File: config.mk
export PLATFORM = sky130hd
export DESIGN_NAME = chan_sel_pipe
export DESIGN_NICKNAME = d
export VERILOG_FILES = /design/src/rtl/chan_sel_pipe.sv
export SDC_FILE = /design/constraint.sdc
export NUM_CORES = 1
export LEC_CHECK = 0
export CAP_MARGIN = 20
export CORE_MARGIN = 4
export CORE_UTILIZATION = 27
export DETAILED_ROUTE_END_ITERATION = 7
export GPL_ROUTABILITY_DRIVEN = 0
export PLACE_DENSITY = 0.67
export SLEW_MARGIN = 0
export SYNTH_ARGS = -nofsm -noshare
export SYNTH_HDL_FRONTEND = slang
export SYNTH_SLANG_ARGS = --single-unit
File: constraint.sdc
create_clock -name clk -period 1.5 [get_ports clk]
set_input_delay 0.375 -clock clk [delete_from_list [all_inputs] [get_ports clk]]
set_output_delay 0.375 -clock clk [all_outputs]
set_load 0.01 [all_outputs]
File: src/rtl/chan_sel_pipe.sv
// chan_sel_pipe: runtime-selectable N-channel pass-through with a registered output
// stage. The output is drained before the selection changes.
module chan_sel_pipe #(
    parameter int NCH = 3,
    parameter int WIDTH = 8,
    parameter int DEFAULT_SEL = 0,
    localparam int SW = $clog2(NCH)
) (
    input  logic                 clk,
    input  logic                 rst_n,
    input  logic [NCH*WIDTH-1:0] in_data,
    input  logic [NCH-1:0]       in_valid,
    output logic [NCH-1:0]       in_ready,
    output logic [WIDTH-1:0]     out_data,
    output logic                 out_valid,
    input  logic                 out_ready,
    input  logic                 sel_req_valid,
    input  logic [SW-1:0]        sel_req_idx,
    output logic                 sel_req_ready,
    output logic [SW-1:0]        sel_cur,
    output logic                 switching,
    output logic                 sel_err
);
    typedef enum logic [1:0] {RUN, DRAIN, SWITCH} state_t;

    state_t           r_state, w_state_nxt;
    logic [SW-1:0]    r_sel, r_pend;
    logic [WIDTH-1:0] r_out_data, w_sel_data;
    logic             r_out_valid, r_err;
    logic             w_rdy, w_xfer, w_req_ok, w_req_bad;
    logic [NCH-1:0]   w_in_ready;

    always_comb begin
        w_rdy      = (r_state == RUN) && (!r_out_valid || out_ready);
        w_sel_data = '0;
        w_in_ready = '0;
        for (int k = 0; k < NCH; k++) begin
            w_in_ready[k] = w_rdy && (r_sel == SW'(k));
            if (r_sel == SW'(k)) w_sel_data = in_data[k*WIDTH +: WIDTH];
        end
        w_xfer    = |(w_in_ready & in_valid);
        w_req_ok  = (r_state == RUN) && sel_req_valid && (32'(sel_req_idx) < NCH);
        w_req_bad = (r_state == RUN) && sel_req_valid && (32'(sel_req_idx) >= NCH);
    end

    // DRAIN leaves on the first edge that sees the output stage empty.
    always_comb begin
        w_state_nxt = (r_state == RUN    && w_req_ok)     ? DRAIN  :
                      (r_state == DRAIN  && !r_out_valid) ? SWITCH :
                      (r_state == SWITCH)                 ? RUN    : r_state;
    end

    always_ff @(posedge clk or negedge rst_n) begin
        if (!rst_n) r_state <= RUN;
        else        r_state <= w_state_nxt;
    end

    always_ff @(posedge clk or negedge rst_n) begin
        if (!rst_n) begin
            r_sel       <= SW'(DEFAULT_SEL);
            r_pend      <= '0;
            r_out_data  <= '0;
            r_out_valid <= 1'b0;
            r_err       <= 1'b0;
        end else begin
            if (w_xfer) begin
                r_out_data  <= w_sel_data;
                r_out_valid <= 1'b1;
            end else if (out_ready) begin
                r_out_valid <= 1'b0;
            end
            if (w_req_ok) r_pend <= sel_req_idx;
            if (w_req_bad) r_err <= 1'b1;
            if (r_state == SWITCH) r_sel <= r_pend;
        end
    end

    assign in_ready      = w_in_ready;
    assign out_data      = r_out_data;
    assign out_valid     = r_out_valid;
    assign sel_req_ready = (r_state == RUN);
    assign sel_cur       = r_sel;
    assign switching     = (r_state != RUN);
    assign sel_err       = r_err;
endmodule

=== Yosys cells after proc, flatten, opt, wreduce, memory -nomap -nowiden ===
Cells that the tools add are included.

* Flip-flop bits (word level): 16
* Input bits: 33
* Output and inout bits: 17
* Word-level logic and storage cells: 38

* Order comparisons: 2
* Equal/unequal tests: 4
* Muxes and demuxes: 8
* Bitwise operators: 1
* Reduce and logical (&&, ||, !) cells: 17

{| class="wikitable"
|+ Operator list
! kind !! count
|-
| 2-to-1 mux 8 bit || 3
|-
| logical AND 1 bit || 9
|-
| 2-to-1 mux 2 bit || 3
|-
| == test 2 x 1 -> 1 bit (second input constant) || 2
|-
| == test 2 bit (second input constant) || 2
|-
| logical NOT 2 bit || 2
|-
| nonzero test 2 bit || 2
|-
| AND 3 bit || 1
|-
| nonzero test 3 bit || 1
|-
| OR reduction 3 bit || 1
|-
| greater-or-equal comparator 2 bit (second input constant) || 1
|-
| < comparator 2 bit (second input constant) || 1
|-
| 2-to-1 mux 1 bit || 2
|-
| logical NOT 1 bit || 1
|-
| logical OR 1 bit || 1
|}

=== Logic depth before layout (Yosys ltp) ===
Gate-level depths: netlist (run 1).

* Depth in word-level cells: 7
* Depth in mapped cells: 5
* Depth with buffers taken out: 4

=== Worst setup path after synthesis (run 1) ===
Ideal clock, no wire load.

* Kind: register to output
* Start: reg r_state[0]
* End: out in_ready[2]
* Arrival: 1152 ps
* Required time: 1125 ps
* Slack: -27 ps
* Cell stages (with the launch flop): 4
* Buffers on the path: 0
* Path through: dfrtp_1 nor2_2 nand2_1 nor3b_1

* Word-level cells in the longest chain between the ends: 3

{| class="wikitable"
|+ Ends and longest elaborated chain
! what !! line !! source
|-
| start: declaration || 26 || <nowiki>state_t r_state, w_state_nxt;</nowiki>
|-
| start signal: assignment || 55 || <nowiki>else r_state <= w_state_nxt;</nowiki>
|-
| logical NOT 2 bit || -- ||
|-
| net sel_req_ready || 19 || <nowiki>output logic sel_req_ready,</nowiki>
|-
| logical AND 1 bit || 34 || <nowiki>w_rdy = (r_state == RUN) && (!r_out_valid || out_ready);</nowiki>
|-
| logical AND 1 bit || 38 || <nowiki>w_in_ready[k] = w_rdy && (r_sel == SW'(k));</nowiki>
|-
| end: declaration || 13 || <nowiki>output logic [NCH-1:0] in_ready,</nowiki>
|}

The timed path passes the listed nets, and every way through them passes these cells.

=== Worst setup path after layout (run 1) ===
* Start: reg r_sel[1] (netlist: sel_cur[1])
* End: reg r_out_data[6] (netlist: out_data[6])

* Word-level cells in the longest chain between the ends: 4
* Elaborated cells between the ends (all ways): 11
* Classes of those cells: eq/ne (2); mux (3); bitwise (1); reduce/logical (5)

{| class="wikitable"
|+ Ends and longest elaborated chain
! what !! line !! source
|-
| start: declaration || 27 || <nowiki>logic [SW-1:0] r_sel, r_pend;</nowiki>
|-
| start signal: assignment || 60 || <nowiki>r_sel <= SW'(DEFAULT_SEL);</nowiki>
|-
| start signal: assignment || 74 || <nowiki>if (r_state == SWITCH) r_sel <= r_pend;</nowiki>
|-
| == test 2 x 1 -> 1 bit, or another cell as far along || 38, 39 ||
|-
| logical AND 1 bit or 2-to-1 mux 8 bit (tied branches) || 38, 39 ||
|-
| AND 3 bit or 2-to-1 mux 8 bit (tied branches) || 41, 39 ||
|-
| OR reduction 3 bit or 2-to-1 mux 8 bit (tied branches) || 41, 39 ||
|-
| end signal: assignment || 67 || <nowiki>r_out_data <= w_sel_data;</nowiki>
|-
| end: declaration || 28 || <nowiki>logic [WIDTH-1:0] r_out_data, w_sel_data;</nowiki>
|}

Parallel ways exist; a longest one is shown, timed or not.
A chain may end at the register's enable or synchronous reset.

==> results of run 1 <==
[synth_stat cells (all sizes together) (2+ instances only)]
library cell / count
nand3: 2
mux2: 10
clkbuf: 2
mux2i: 8
nor2: 4
dfrtp: 16
nor2b: 2
o22a: 2
o21ai: 11
inv: 3
nand2: 12
[what timing repair did]
item,4_1_cts,5_1_grt
gates resized for setup,68,10
endpoints found under the hold margin,0,0
pin swaps,4,3
buffers inserted,8,5
setup endpoints to repair,25,16
[worst max path at each step]
stage             endpoint  slack (ps)
2_1_floorplan  in_ready[2]          40
3_5_place_dp   in_ready[2]        -700
3_3_place_gp   in_ready[2]        -670
5_1_grt        out_data[6]        -210
6_report       out_data[6]        -150
4_1_cts        in_ready[2]        -130
[metal layers]
metal  share of wire, %  GRT usage (%)  up-vias
met5                  0              0        -
met4               0.63           3.23        0
met3                8.2           4.39        2
met2                 50           24.0       29
met1                 41           15.0      394
li1                   -              -      436
[cells by family (layout without fill, tap and decap cells)]
kind of cell,count (synthesis),count (layout),share of synthesized area (%)
buffers and inverters,6,82,2.81
DFF,16,16,47.4
muxes,18,18,22.8
and+or+nand+nor,25,25,15.6
AOI/OAI and AO/OA,16,16,11.4
[layout make-up]
class,instances,area share [%]
inverter,3,0.799
multi-input combinational,59,28.7
tap,44,3.20
timing repair buffer,75,41.9
clock buffer,4,2.11
sequential,16,23.3
[sequential cells by signal (all words and copies together) (netlist names)]
| signal | flops |
|---|---|
| out_valid | 1 |
| r_pend | 2 |
| sel_cur | 2 |
| r_state | 2 |
| out_data | 8 |
| sel_err | 1 |
[worst max-delay path: stages (launching register included)]
cell and delay [ps]:
dfrtp_1 420, buf_6 140, buf_6 120, nor2b_4 90
a211o_1 160, nand4_4 230, mux2_4 370
[cell usage in the layout (no fill, tap or decap), drive strengths merged, types with 2 or more instances in the layout]
master         instances
mux2                  10
dfrtp                 16
nand3                  2
nor2                   4
mux2i                  8
buf                   34
nor2b                  2
inv                    3
clkdlybuf4s50         31
nand2                 12
o22a                   2
clkbuf                 4
dlygate4sd2           10
o21ai                 11
[power breakdown]
part,internal (mW),leakage [nW],switching (mW)
Sequential,0.649,0.190,0.137
Clock,0.148,0.0210,0.138
Combinational,1.46,0.598,0.957
[through the flow]
stage / hold slack, ps / cells / worst slack, ps
6_report: 395 / 201 / -153
2_1_floorplan: 79.4 / 81 / 42.2
3_3_place_gp: 463 / 185 / -666
5_1_grt: 414 / 201 / -209
3_5_place_dp: 461 / 185 / -700
4_1_cts: 393 / 197 / -135
==> summary.md, run 1 <==
| Metric | Value |
|---|---|
| Die height | between 60 and 70 um |
| Final period demand of the worst path | 1650 ps |
| TritonCTS clock tree | yes |
| Fmax | 605 MHz |
| Post-synth EDFFs | 0 |
| Register area share after synthesis | between 40% and 50% |
| Max Slew Vio Count | 0 |
| DRT Pass-1 Iters | 3 |
| Clock root cell | clkbuf_4 |
| Starting density of the core | 27.9% |
| Post-Synthesis Cells | 81 |
| Antenna-violating nets left | 0 |
| Crit. End Element | flop |
| Seq cells post-synth | 16 |
| Leak | 0.809 nW |
| PortBufs | 49 |
| Net count, final | ~190 |
| Total Routed Length | 2.70 mm |
| Area of the multi-input gates | 494 um^2 |
| Syn Area/Cell | 10.4 um^2 |
| Drt via density | 4.28 |
| Largest net degree at the start of global routing | 17 |
| Dominant cell type by area after synthesis | dfrtp_1 |
| Most used DFF post-synth | dfrtp_1 |
| FP Rows | 20 |
| Global-route wire length before repair | 4.36 mm |
| CTS sink cnt | 16 |
| Fin. Hold Viols | 0 |
| GRT Total Usage | 13.3% |
| Post-Place Cell Area | about 1500 um^2 |
| Total Power | 3.49 mW |
| Startpoint types | flop |
| Mapped cell area | 845 um^2 |
| Worst-path clk slew | ~100 ps |
| Reg area | 402 um^2 |
| Max Cap Viol | 0 |
| CP required | 1670 ps |
| Worst Setup SP | sel_cur[1] |
| Residual DRC | 0 |
| Max H-tree Level | 1 |
| Least-Margin Pin Slew | 243 ps |
| Reg2reg end | out_data[6] |
| Synth area leaders | dfrtp_1, mux2_2, mux2i_1, o21ai_0, nand2_1 |
| Dpl hpwl | between 1.5 and 2 mm |
| Core area | 3030 um^2 |
| Power density cells | 2030 nW/um^2 |
| N_diodes | 0 |
| Outcome | complete, but fails checks |
| Initial antenna violation count | 0 |
| DR iter-0 viols | 17 |
| Vias post-DR | 861 |
| Critical path fanouts, max | 8 |
| Syn-to-layout area delta | 104% |
| Layout cell share with drive strength beyond 1 | 38.2% |
| Routed length per instance | 13.4 um |
| Reg2Reg Setup Slack | -150 ps |
| Max rail drop VDD | 0.000847 V |
| Clock Latency Late Sink | 290 ps |
| Failing checks | setup timing |
| Final Core Density | 56.9% |
| Yosys top cell area share | 47.4% |
| Clock buffer depth | 2 |
| Worst Skew | 9.14 ps |
| Critical Path AT | 1820 ps |
| Die width | 63.9 um |
| IO Pins | 50 |
| Syn_nets | between 100 and 150 |
| Reg2Reg Depth | 6 |
| RSZ-0062 raised after global routing | true |
| Reg2Reg Launch Point | sel_cur[1] |
| Post-layout instance area | about 1700 um^2 |
| Normalized max-slew margin | 83.7% |
| Gr ovfl total | 0 |
| Final setup viols | 14 |
| Die ar. | 4090 um^2 |
| CTS Buf Count | 3 |
| Worst hold path type | in -> async |
| Filler instances | about 280 |
| Critical Setup Path Class | reg -> reg |
| Final worst slack | -153 ps |
| Final period util | 110% |
| Count of different cell masters after synthesis | 22 |
| Syn. warnings | 0 |
| Fin Setup TNS | -1690 ps |
| Hold_buf cts | 0 |
| Vias in the first global route | 944 |
| Async set-reset flop share out of synthesis | 100% |
No activity file was read; power rests on OpenSTA's default activity.
==> run 2: changes to the inputs <==
--- a/config.mk
+++ b/config.mk
@@ -5,12 +5,13 @@
 export SDC_FILE = /design/constraint.sdc
 export NUM_CORES = 1
 export LEC_CHECK = 0
-export CAP_MARGIN = 20
+export CAP_MARGIN = 10
 export CORE_MARGIN = 4
 export CORE_UTILIZATION = 27
 export DETAILED_ROUTE_END_ITERATION = 7
 export GPL_ROUTABILITY_DRIVEN = 0
 export PLACE_DENSITY = 0.67
+export RECOVER_POWER = 50
 export SLEW_MARGIN = 0
 export SYNTH_ARGS = -nofsm -noshare
 export SYNTH_HDL_FRONTEND = slang
==> constraint.sdc (replaced) <==
create_clock -name clk -period 1.45 [get_ports clk]
set_input_delay 0.3625 -clock clk [delete_from_list [all_inputs] [get_ports clk]]
set_output_delay 0.3625 -clock clk [all_outputs]
set_load 0.01 [all_outputs]
==> summary.md, run 2 (same netlist as run 1, synthesis figures left out) <==
| Metric | Value |
|---|---|
| Worst Skew | 8.16 ps (-0.980 ps) |
| Leak | 0.819 nW (+1.1%) |
| GRT Total Usage | 13.6% (+0.27 points) |
| Max Slew Vio Count | 0 (unchanged) |
| IO Pins | 50 (unchanged) |
| Critical Setup Path Class | reg -> reg |
| TritonCTS clock tree | yes |
| Layout cell share with drive strength beyond 1 | 37.7% (-0.48 points) |
| Routed length per instance | 13.3 um (-1.1%) |
| Vias post-DR | 890 (+3.4%) |
| Critical Path AT | 1810 ps (about the same) |
| RSZ-0062 raised after global routing | true |
| HP Start | sel_err |
| Failing checks | setup timing |
| Die height | 63.9 um (unchanged) |
| Final setup viols | 14 (unchanged) |
| Reg2Reg Setup Slack | -200 ps (-50 ps) |
| DR iter-0 viols | 13 (-4) |
| Least-Margin Pin Slew | 909 ps (+666 ps) |
| CTS sink cnt | 16 (unchanged) |
| Startpoint types | flop |
| CTS Buf Count | 3 (unchanged) |
| Vias in the first global route | 953 (+0.95%) |
| CP required | 1610 ps (-60 ps) |
| Post-Place Cell Area | 1490 um^2 (unchanged) |
| Core area | 3030 um^2 (unchanged) |
| Fmax | 605 MHz (about the same) |
| Commonest cells after routing, fill and taps aside | clkdlybuf4s50_1, buf_6, dfrtp_1, buf_4, nand2_1 |
| Hold_buf cts | 0 (unchanged) |
| DRT Pass-1 Iters | 4 (+1) |
| Residual DRC | 0 (unchanged) |
| Largest net degree at the start of global routing | 17 (unchanged) |
| Worst-path clk slew | 90 ps (about the same) |
| Die ar. | 4090 um^2 (unchanged) |
| FP Rows | 20 (unchanged) |
| Total Routed Length | 2.70 mm (-0.11%) |
| Gr ovfl total | 0 (unchanged) |
| Crit. End Element | flop |
| Outcome | complete, but fails checks |
| PortBufs | 49 (unchanged) |
| Normalized max-slew margin | 39.4% (-44 points) |
| Net count, final | 194 (+1.6%) |
| Reg2reg end | out_data[6] |
| Final period demand of the worst path | 1650 ps (-0.528 ps) |
| Syn-to-layout area delta | 106% |
| Starting density of the core | 27.9% (unchanged) |
| Max Cap Viol | 0 (unchanged) |
| Initial antenna violation count | 0 (unchanged) |
| Fin. Hold Viols | 0 (unchanged) |
| Global-route wire length before repair | 4.44 mm (+1.7%) |
| Max H-tree Level | 1 (unchanged) |
| N_diodes | 0 (unchanged) |
| Clock buffer depth | 2 (unchanged) |
| Antenna-violating nets left | 0 (unchanged) |
| Number of flip-flops under the largest register name | 8 (unchanged) |
| Drt via density | 4.38 (+2.3%) |
| Endpoint, Worst Hold | sel_err |
| Hold depth | 1 |
| Reg2Reg Launch Point | sel_cur[1] |
| Commonest non-fill, non-tap cell in the layout | clkdlybuf4s50_1 |
| Pre-CTS WS | -690 ps (+10.4 ps) |
| Layout Cells excl Fill | 203 (+1.0%) |
| Power density cells | 2080 nW/um^2 (+2.6%) |
| Clock root cell | clkbuf_4 |
| DP Cell Count | 185 (unchanged) |
| Max rail drop VDD | 0.000784 V (-7.4%) |
| Reg2Reg Depth | 6 (unchanged) |
| Final Core Density | 57.6% (+0.70 points) |
| Worst hold path type | reg -> reg |
| Critical path fanouts, max | 8 (unchanged) |
| Final worst slack | -202 ps (-49.5 ps) |
| Post-layout instance area | 1740 um^2 (+1.2%) |
| Die width | 63.9 um (unchanged) |
| Final period util | 114% (+3.8 points) |
| Dpl hpwl | 1.89 mm (-4.8%) |
| Clock Latency Late Sink | 280 ps (about the same) |
| Fin Hold WS | 483 ps (+88.5 ps) |
==> run 2: final cells by class <==
class | instances | area (um^2)
sequential | 16 | 400
inverter | 3 | 11.3
clock buffer | 3 | 22.5
tap | 44 | 55.1
timing repair buffer | 78 | 747
fill | 264 | 1280
multi-input combinational | 59 | 507
==> run 2: where the power goes <==
| group | internal (mW) | switching (mW) |
|---|---|---|
| registers | 0.669 | 0.144 |
| logic | 1.56 | 1.02 |
| clock network | 0.0962 | 0.128 |
==> run 2: worst max-delay path by stage <==
stage                     startpoint  cells past startpoint     endpoint
after floorplan           sel_cur[1]                      4  out_data[0]
after global placement     out_ready                      5  in_ready[2]
after detailed placement   out_ready                      5  in_ready[2]
after CTS                 r_state[1]                      4  in_ready[1]
after global routing      sel_cur[1]                      6  out_data[4]
final                     sel_cur[1]                      6  out_data[6]
==> run 2: what timing repair did <==
action	CTS	global route
resized for setup	69	11
setup endpoints to repair	25	16
pin swaps	4	4
buffers inserted	14	5
==> run 2: worst max-delay path, stage by stage (launching register included) <==
cell and delay (ps):
dfrtp_1 400, buf_6 140, buf_6 120, nor2b_4 90, a211o_1 170, nand4_4 240
mux2_4 370
==> run 2: routing by layer <==
metal / vias up / global-route usage (%) / part of all wire (%)
met5: - / 0 / 0
met4: 0 / 1.08 / 0
met3: 0 / 5.45 / 7.2
met2: 27 / 23.1 / 49
met1: 415 / 16.8 / 44
li1: 448 / - / -
==> run 2: per-stage QoR <==
step | total power [mW] | TNS, ps
3_3_place_gp | 2.66 | -5280
5_1_grt | 3.88 | -3120
2_1_floorplan | 1.72 | 0
6_report | 3.62 | -2160
4_1_cts | 3.45 | -1880
3_5_place_dp | 2.71 | -5650
